==> src/rtl/arith_pkg.sv <==
// Shared definitions for the bit-serial arithmetic blocks.
package arith_pkg;

    typedef enum logic [1:0] {
        ST_IDLE = 2'd0,
        ST_RUN  = 2'd1,
        ST_DONE = 2'd2
    } state_e;

endpackage

==> src/rtl/full_adder.sv <==
// Single-bit full-adder cell used by the serial arithmetic datapaths.
module full_adder (
    input  logic a,
    input  logic b,
    input  logic cin,
    output logic s,
    output logic cout
);

    assign s    = a ^ b ^ cin;
    assign cout = (a & b) | (cin & (a ^ b));

endmodule

==> src/rtl/serial_adder.sv <==
// Bit-serial W-bit adder: LSB-first through one full-adder cell and a carry flop,
// W+1 cycles from accepted start to a one-cycle done pulse.
module serial_adder
    import arith_pkg::*;
#(
    parameter int unsigned W = 4
) (
    input  logic         clk,
    input  logic         rst,
    input  logic         start,
    input  logic [W-1:0] a,
    input  logic [W-1:0] b,
    output logic         busy,
    output logic         done,
    output logic [W-1:0] sum,
    output logic         cout
);

    localparam int unsigned CW = $clog2(W + 1);

    state_e         state_q, state_d;
    logic [W-1:0]   sa_q, sa_d;
    logic [W-1:0]   sb_q, sb_d;
    logic [W-1:0]   sum_q, sum_d;
    logic [CW-1:0]  cnt_q, cnt_d;
    logic           carry_q, carry_d;
    logic           cout_q, cout_d;
    logic           fa_s, fa_c;

    full_adder u_fa (
        .a    (sa_q[0]),
        .b    (sb_q[0]),
        .cin  (carry_q),
        .s    (fa_s),
        .cout (fa_c)
    );

    always_comb begin
        state_d = state_q;
        sa_d    = sa_q;
        sb_d    = sb_q;
        sum_d   = sum_q;
        cnt_d   = cnt_q;
        carry_d = carry_q;
        cout_d  = cout_q;
        case (state_q)
            ST_IDLE: begin
                if (start) begin
                    sa_d    = a;
                    sb_d    = b;
                    carry_d = 1'b0;
                    cnt_d   = '0;
                    state_d = ST_RUN;
                end
            end
            ST_RUN: begin
                sa_d         = sa_q >> 1;
                sb_d         = sb_q >> 1;
                // Each new sum bit enters at the MSB so the LSB lands at bit 0 after W shifts.
                sum_d        = sum_q >> 1;
                sum_d[W-1]   = fa_s;
                carry_d      = fa_c;
                cnt_d        = cnt_q + CW'(1);
                if (cnt_q == CW'(W - 1)) begin
                    cout_d  = fa_c;
                    state_d = ST_DONE;
                end
            end
            ST_DONE: state_d = ST_IDLE;
            default: state_d = ST_IDLE;
        endcase
    end

    always_ff @(posedge clk) begin
        if (rst) begin
            state_q <= ST_IDLE;
            sa_q    <= '0;
            sb_q    <= '0;
            sum_q   <= '0;
            cnt_q   <= '0;
            carry_q <= 1'b0;
            cout_q  <= 1'b0;
        end else begin
            state_q <= state_d;
            sa_q    <= sa_d;
            sb_q    <= sb_d;
            sum_q   <= sum_d;
            cnt_q   <= cnt_d;
            carry_q <= carry_d;
            cout_q  <= cout_d;
        end
    end

    assign busy = (state_q == ST_RUN);
    assign done = (state_q == ST_DONE);
    assign sum  = sum_q;
    assign cout = cout_q;

endmodule

==> config.mk <==
export PLATFORM = sky130hd
export DESIGN_NAME = serial_adder
export DESIGN_NICKNAME = d
export VERILOG_FILES = /design/src/rtl/arith_pkg.sv /design/src/rtl/full_adder.sv /design/src/rtl/serial_adder.sv
export SDC_FILE = /design/constraint.sdc
export NUM_CORES = 1
export LEC_CHECK = 0
export ABC_AREA = 1
export BUFFER_PORTS_ARGS = -buffer_cell sky130_fd_sc_hd__buf_2
export CAP_MARGIN = 10
export CORE_MARGIN = 2
export CORE_UTILIZATION = 50
export DETAILED_ROUTE_END_ITERATION = 6
export PLACE_DENSITY = 0.74
export SETUP_SLACK_MARGIN = 0.02
export SYNTH_ARGS = -nofsm -noshare
export SYNTH_HDL_FRONTEND = slang
export SYNTH_SLANG_ARGS = --single-unit
==> constraint.sdc <==
create_clock -name clk -period 1.6 [get_ports clk]
set_input_delay 0.16 -clock clk [delete_from_list [all_inputs] [get_ports clk]]
set_output_delay 0.16 -clock clk [all_outputs]
set_load 0.02 [all_outputs]
; Word level (Yosys, flattened, before mapping)
; Cells that the tools add are included.
[totals]
wordCells = 34
out_inout_bits = 7
reg_bits = 19
[classes]
add_sub_neg = 1
muxes = 11
n_eq_ne = 5
bitwise = 5
n_reduce_logical = 5
[op_table]
columns = cell, n
row1 = 4-bit one-hot mux with 2 select lines, 2
row2 = 4-bit 2-to-1 mux, 2
row3 = 3-bit one-hot mux with 2 select lines, 1
row4 = 2-bit AND reduction, 3
row5 = 2-bit 2-to-1 mux, 2
row6 = 2-bit one-hot mux with 2 select lines, 1
row7 = "3-bit by 1-bit adder with 3-bit output, second input constant", 1
row8 = "3-bit by 2-bit equality test with 1-bit output, second input constant", 1
row9 = 3-bit 2-to-1 mux, 1
row10 = 1-bit AND, 2
row11 = "2-bit by 1-bit equality test with 1-bit output, second input constant", 1
row12 = "2-bit equality test, second input constant", 1
row13 = 2-bit logical NOT, 1
row14 = "2-bit by 1-bit != test with 1-bit output, second input constant", 1
row15 = "2-bit != test, second input constant", 1
row16 = 1-bit one-hot mux with 2 select lines, 1
row17 = 2-bit nonzero test, 1
row18 = 1-bit bitwise XOR, 2
row19 = 1-bit 2-to-1 mux, 1
row20 = 1-bit bitwise OR, 1

; Depth between registers and ports, before layout
; Gate-level depths: netlist (run 1).
[logic_depth]
depth_word = 4
depth_mapped = 6
depth_no_buf = 6

; Modules after synthesis
; From an unflattened synthesis (run 1), not the netlist that was laid out.
[unflattened]
cells_unflattened = 126
hier_area_um2 = 875.8
[by_module_without_submodules]
columns = mod, n_inst, cells_per_inst, area_per_inst_um2, seq_area_each_um2
row1 = serial_adder, 1, 125, 855.8, 380.4
row2 = full_adder, 1, 1, 20.0, 0.0

; Worst setup path after synthesis (run 1)
; OpenSTA, ideal clock, no wires.
[synth_timing]
path_kind = reg-to-reg
startpoint = register carry_q
endpoint = register sum_q[3], in the netlist sum[3]
t_arrival_ns = 0.953
slack_ns = 0.531
path_buffers = 0
stages_incl_launch_ff = 4
synth_period_minus_slack_ns = 1.069
path_cell_list = dfxtp_1 -> fa_1 -> o21ai_0 -> nor2_1
[synth_via]
elab_chain_len = 1
[synth_rtl]
columns = item, line
row1 = from (decl), serial_adder.sv:26  ; logic carry_q, carry_d;
row2 = from (signal assigned), serial_adder.sv:89  ; carry_q <= carry_d;
row3 = 1-bit bitwise XOR, full_adder.sv:10  ; assign s = a ^ b ^ cin;
row4 = net fa_s, serial_adder.sv:28  ; logic fa_s, fa_c;
row5 = to (signal assigned), serial_adder.sv:87  ; sum_q <= sum_d;
row6 = to (decl), serial_adder.sv:24  ; logic [W-1:0] sum_q, sum_d;
; The timed path passes the listed nets, and every way through them passes these cells.
; A chain may end at the register's enable or synchronous reset.

; Worst setup path after layout (run 1)
[layout_timing]
startpoint = register state_q[0]
endpoint = output busy
[layout_via]
elab_chain_len = 1
[layout_rtl]
columns = item, line
row1 = from (decl), serial_adder.sv:21  ; state_e state_q, state_d;
row2 = from (signal assigned), serial_adder.sv:84  ; state_q <= state_d;
row3 = 2-bit by 1-bit equality test with 1-bit output, serial_adder.sv:94  ; assign busy = (state_q == ST_RUN);
row4 = to (decl), serial_adder.sv:13  ; output logic busy,
; No other way between the ends.

==> results by group, run 1 <==
Floorplanning
  – Horiz. Die Dim: 45.8 um
  – Die Height: 45.8 um
  – IO Pins: 18
  – Initial Utilization: 51.8%
  – Die footprint: 2100 um^2
  – Core Area: 1690 um^2
  – # rows: 15

Route
  – Antenna Nets Post-Route: 0
  – Via count: 757
  – Post-route DRC: 0
  – Vias/cell: 4.70
  – First-pass DRT Iterations: 4
  – Total Wirelength: 1540 um
  – Initial drt markers: 9
  – DR WL/cell: 9.55 um

Setup path
  – CP bufs+invs: 2
  – Critical Path, Cell by Cell: inv_2 -> nor2_4 -> buf_2
  – Delay-heaviest family, CP: flip-flops
  – Worst-path fanout max: 10
  – Worst EP required: 1.44 ns
  – Crit path launch type: flop
  – Critical Path End Type: output pin
  – Worst path arrival time: 1.30 ns
  – Slowest cell on crit path: dfxtp_1
  – Slowest stage delay, CP: 0.47 ns
  – Critical path class: reg -> out

STA
  – Post-route minimum period: 1.46 ns
  – Setup_tns: 0 ns
  – Setup violations, final: 0
  – Max-Slew Margin vs Limit: 66.3%
  – Final Max Slew Viols: 0
  – Actual slew at the worst max-slew pin: 0.505 ns
  – RSZ-0062 raised after global routing: false
  – Clk_skew: 0.00226 ns
  – Final hold violation count: 0
  – Final worst-path cycle share: 91.2%
  – Max Clk Rate: 0.685 GHz
  – Final worst slack: 0.140 ns

CTS
  – Num CTS Buffers: 3
  – Hold buffers post-CTS: 0
  – Clock Pin Slew Worst Setup and Hold Paths: 0.11 ns
  – CTS root buffer: clkbuf_4
  – Max clock buf depth: 2
  – Num Clock Sinks: 19
  – Setup repair bufs after CTS: 0
  – Insertion delay to the later sink of the worst-skew pair: 0.30 ns
  – CTS tree: done
  – # H-tree levels: 1
  – Post-CTS sizing: 0

Synth
  – Largest family of logic cells by synthesized area: simple AND/OR/NAND/NOR gates
  – Syn Nets: 140
  – Syn Area/Cell: 6.94 um^2
  – Synth Flop Type: dfxtp_1
  – Simple-Gate Fraction of Synth Area: 35.5%
  – Dominant cell type by area after synthesis: dfxtp_1
  – Mux cell area share after synthesis: 0%
  – Post-Syn Area: 875 um^2
  – Synth Area in Adders: 5.15%
  – YS warnings: 0
  – #FFs+latches synth: 19
  – Most frequent cell after synthesis: nand2_1
  – Area contributors post-synth: dfxtp_1 43%, nand2_1 15%, nor2_1 14%
  – Compound-Gate Fraction of Synth Area: 7.58%
  – Syn Inst Count: 126
  – Async SR Flop Fraction: 0%
  – Xor and xnor area share after synthesis: 0%
  – Post-synth cell types: 17
  – Top post-synthesis cells by count: 36 x nand2_1, 32 x nor2_1, 19 x dfxtp_1
  – Area share of the largest cell type after synthesis: 43.5%
  – EDFF count, synth: 0
  – Seq/Total Area, Yosys: 43.5%

Placement
  – Port bufs: 17
  – Hpwl dp: 1120 um
  – Routability cong.: 0.713
  – Placement Setup Slack: 0.356 ns

Global routing
  – Grt ovf: 0
  – Maximum number of pins on one net before global-route repair: 19
  – Wire length of the first global-routing pass: 2490 um
  – Initial antenna violation count: 0
  – Tot GR Track Use: 16.9%
  – Vias in the first global route: 594

Flow run
  – Max-cap violations: 0

Status
  – Status: completed

Final layout
  – Fin nets: 159
  – Final core occ: 58.4%
  – Antenna diode count: 0
  – Fraction of layout cells with a size suffix above 1: 18.1%
  – Synth-to-Final Area Change: 12.9%

Power
  – PD cells: 941 nW/um^2
  – Leak pwr: 0.000507 uW
  – VDD IR-drop max: 454 uV

Worst hold path
  – Worst min path class: in -> reg
## worst paths after layout
kind / startpoint / endpoint / slack, ns / depth (start not counted)
max: state_q[0] / busy / 0.14 / 3
min: b[3] / sb_q[3] / 0.12 / 3
max reg2reg: state_q[1] / sa_q[0] / 0.35 / 6
min reg2reg: cnt_q[2] / cnt_q[2] / 0.47 / 2
## logic make-up (layout without fill, tap and decap cells)
group	after synthesis	after routing
AND/OR/NAND/NOR	75	75
AO/OA/AOI/OAI	12	12
flip-flops	19	19
adder cells (fa/ha/maj)	3	3
buffers and inverters	17	35
## cells in the final DEF (no fill, tap or decap)
cell	count
nand3_1	3
o21ai_2	1
nand2_1	36
inv_1	13
fa_1	1
dfxtp_1	19
buf_2	17
ha_1	2
o21ai_0	5
inv_2	1
o21a_1	1
clkbuf_4	3
nand2_4	1
a21oi_1	5
clkbuf_1	1
nand2_2	1
nor2_1	32
nor2_4	2
## power breakdown
| group | internal (uW) | switching, uW |
|---|---|---|
| registers | 505 | 18.8 |
| clock network | 97.2 | 151 |
| logic | 57.1 | 100 |
## area by class of cell
| cell class | instances | area, um^2 |
|---|---|---|
| clock buffer | 4 | 26.3 |
| fill | 167 | 702 |
| inverter | 14 | 52.6 |
| multi-input combinational | 90 | 422 |
| sequential | 19 | 380 |
| tap | 17 | 21.3 |
| timing repair buffer | 17 | 85.1 |
## through the flow
stage / total power [uW] / hold WS [ns] / std cells / instance area [um^2]
3_3_place_gp: 688 / 0.440 / 157 / 961
3_5_place_dp: 693 / 0.444 / 157 / 961
6_report: 929 / 0.115 / 161 / 987
2_1_floorplan: 651 / 0.229 / 126 / 875
4_1_cts: 936 / 0.119 / 161 / 987
5_1_grt: 989 / 0.102 / 161 / 987
## state kept, by name (all words and copies together), names as in the netlist
register,flops
sa_q,4
sb_q,4
sum,4
cnt_q,3
state_q,2
carry_q,1
cout,1
## worst min-delay path: stages
cell,delay [ns]
buf_2,0.09
nand3_1,0.07
a21oi_1,0.06
## per-layer routing
layer  part of all wire (%)  vias up  GRT usage [%]  wire (um)
met5                      0        -              0          0
met4                    1.9        0           8.57         29
met3                    3.5        4           4.76         54
met2                     43       14           25.6        663
met1                     51      317           21.8        789
li1                       -      422              -          -
Note: power is estimated with default switching activity, not from simulation.
==> run 2: changes to the inputs <==
--- a/config.mk
+++ b/config.mk
@@ -11,7 +11,7 @@
 export CORE_MARGIN = 2
 export CORE_UTILIZATION = 50
 export DETAILED_ROUTE_END_ITERATION = 6
-export PLACE_DENSITY = 0.74
+export PLACE_DENSITY_LB_ADDON = 0.25
 export SETUP_SLACK_MARGIN = 0.02
 export SYNTH_ARGS = -nofsm -noshare
 export SYNTH_HDL_FRONTEND = slang
==> run 2 against run 1 <==
Net effect: sequential cell count is the same; non-clock buffer count is the same; clock skew shrank 0.00084 ns; first-iteration DRC count shrank 11%; die area is the same; wire length grew 1.5%; worst setup slack gained 0.020 ns.
==> results by group, run 2 (synthesis gave the netlist of run 1 again) <==
Status
  – Status: completed

Worst hold path
  – Hold depth: 3 (unchanged)
  – Worst min path class: in -> reg
  – Hold wc startpoint: a[3]

Power
  – Sw Pwr: 272 uW (+0.51%)
  – PD cells: 937 nW/um^2 (-0.44%)
  – P_int: 655 uW (-0.65%)
  – Clk network pwr share: 26.6% (about the same)
  – Comb pwr share: 16.9% (about the same)
  – Tot Pwr: 926 uW (-0.31%)
  – Leak pwr: 0.000510 uW (+0.54%)
  – Sw frac: 29.3% (+0.24 points)
  – VDD IR-drop max: 495 uV (+9.1%)
  – Flop pwr share: 56.5% (+0.2 points)

Global routing
  – Grt ovf: 0 (unchanged)
  – Maximum number of pins on one net before global-route repair: 19 (unchanged)
  – Wire length of the first global-routing pass: 2590 um (+3.9%)
  – Initial antenna violation count: 0 (unchanged)
  – Tot GR Track Use: 17.4% (+0.47 points)
  – Vias in the first global route: 634 (+6.7%)

CTS
  – Post-CTS sizing: 0 (unchanged)
  – Max clock buf depth: 2 (unchanged)
  – Num Clock Sinks: 19 (unchanged)
  – CTS root buffer: clkbuf_4
  – Hold buffers post-CTS: 0 (unchanged)
  – Setup repair bufs after CTS: 0 (unchanged)
  – Clock Pin Slew Worst Setup and Hold Paths: 0.11 ns (about the same)
  – Insertion delay to the later sink of the worst-skew pair: 0.30 ns (about the same)
  – # H-tree levels: 1 (unchanged)
  – CTS tree: done
  – Num CTS Buffers: 3 (unchanged)

Route
  – DR WL/cell: 9.69 um (+1.5%)
  – Met3 WL: 76 um (+41%)
  – Post-route DRC: 0 (unchanged)
  – Antenna Nets Post-Route: 0 (unchanged)
  – DR top layer: met4
  – Vias/cell: 4.78 (+1.6%)
  – First-pass DRT Iterations: 4 (unchanged)
  – M1 WL: 732 um (-7.2%)
  – Via count: 769 (+1.6%)
  – Initial drt markers: 8 (-1)
  – Met2 wire length: 721 um (+8.7%)
  – Total Wirelength: 1560 um (+1.5%)

Floorplanning
  – # rows: 15 (unchanged)
  – Die Height: 45.8 um (unchanged)
  – Initial Utilization: 51.8% (unchanged)
  – Core Area: 1690 um^2 (unchanged)
  – Die footprint: 2100 um^2 (unchanged)
  – Horiz. Die Dim: 45.8 um (unchanged)
  – IO Pins: 18 (unchanged)

STA
  – Hold WS: 0.119 ns (+0.00405 ns)
  – Final worst-path cycle share: 90.0% (-1.3 points)
  – Final hold violation count: 0 (unchanged)
  – Final Max Slew Viols: 0 (unchanged)
  – Clk_skew: 0.00141 ns (-0.000844 ns)
  – Setup_tns: 0 ns (unchanged)
  – Setup violations, final: 0 (unchanged)
  – Post-route minimum period: 1.44 ns (-0.0205 ns)
  – Max-Slew Margin vs Limit: 66.2% (-0.076 points)
  – RSZ-0062 raised after global routing: false
  – Actual slew at the worst max-slew pin: 0.506 ns (+0.00114 ns)
  – Max Clk Rate: 0.695 GHz (+1.4%)

Setup path
  – Slowest cell on crit path: dfxtp_1
  – Worst path arrival time: 1.28 ns (-0.02 ns)
  – CP bufs+invs: 2 (unchanged)
  – Stages on the worst setup path: 3 (unchanged)
  – Critical path class: reg -> out
  – Critical Path, Cell by Cell: inv_2 -> nor2_4 -> buf_2
  – R2R depth: 6 (unchanged)
  – Slowest stage delay, CP: 0.46 ns (about the same)
  – Critical R2R Launch: state_q[1]
  – Worst-path fanout max: 10 (unchanged)
  – Critical Path Source: state_q[0]
  – Crit path launch type: flop
  – Worst EP required: 1.44 ns (about the same)
  – Critical Path End Type: output pin
  – Delay-heaviest family, CP: flip-flops

Final layout
  – Synth-to-Final Area Change: 13.0%
  – Fin nets: 159 (unchanged)
  – Antenna diode count: 0 (unchanged)
  – Most common cell after layout, fill and taps aside: nand2_1
  – Fraction of layout cells with a size suffix above 1: 18.8% (+0.69 points)
  – Most frequent cells in the layout: 36 x nand2_1, 32 x nor2_1, 19 x dfxtp_1
  – Final core occ: 58.5% (+0.074 points)

Placement
  – Hpwl dp: 1130 um (+1.2%)
  – Routability cong.: 0.728 (+2.1%)
  – Port bufs: 17 (unchanged)

Flow run
  – Max-cap violations: 0 (unchanged)
[run 2: cell count changes in the layout (fill, tap and decap cells not counted), sizes merged]
cell / before / now
clkinv: 0 / 1
clkbuf: 4 / 3
[run 2: path summary, 6_finish.rpt]
check	to	slack [ns]
worst min-delay path	sa_q[3]	0.12
worst max-delay path	busy	0.16
worst max register to register	sb_q[1]	0.33
worst min register to register	sb_q[3]	0.47
[run 2: power groups by stage]
stage | combinational [uW] | clock (uW) | sequential [uW]
finish | 157 | 246 | 523
global route | 180 | 280 | 529
CTS | 158 | 254 | 524
detailed placement | 157 | 0 | 535
global placement | 155 | 0 | 533
floorplan | 108 | 0 | 543
[run 2: final cells by class]
type | instances | area, um^2
Fill cell | 169 | 701
Inverter | 14 | 52.6
Clock inverter | 1 | 5.00
Sequential cell | 19 | 380
Multi-Input combinational cell | 90 | 422
Timing Repair Buffer | 17 | 85.1
Tap cell | 17 | 21.3
Clock buffer | 3 | 22.5
[run 2: routing by layer]
layer	up-vias	global-route usage (%)
met1	331	23.5
met2	19	26.2
li1	415	-
met3	4	3.57
met4	0	8.57
met5	-	0
[run 2: worst reg2reg max path: cells and delay by family (launching register included)]
kind	cells	cell delay (ns)
and+or+nand+nor	5	0.69
DFF	1	0.41
buffers and inverters	1	0.12
[run 2: metrics by stage]
| step | setup WS [ns] | cells | cell area [um^2] |
|---|---|---|---|
| final | 0.161 | 161 | 988 |
| after global routing | 0.0451 | 161 | 988 |
| after CTS | 0.147 | 161 | 988 |
| after detailed placement | 0.343 | 157 | 961 |
| after global placement | 0.414 | 157 | 961 |
| after floorplan | 0.531 | 126 | 875 |
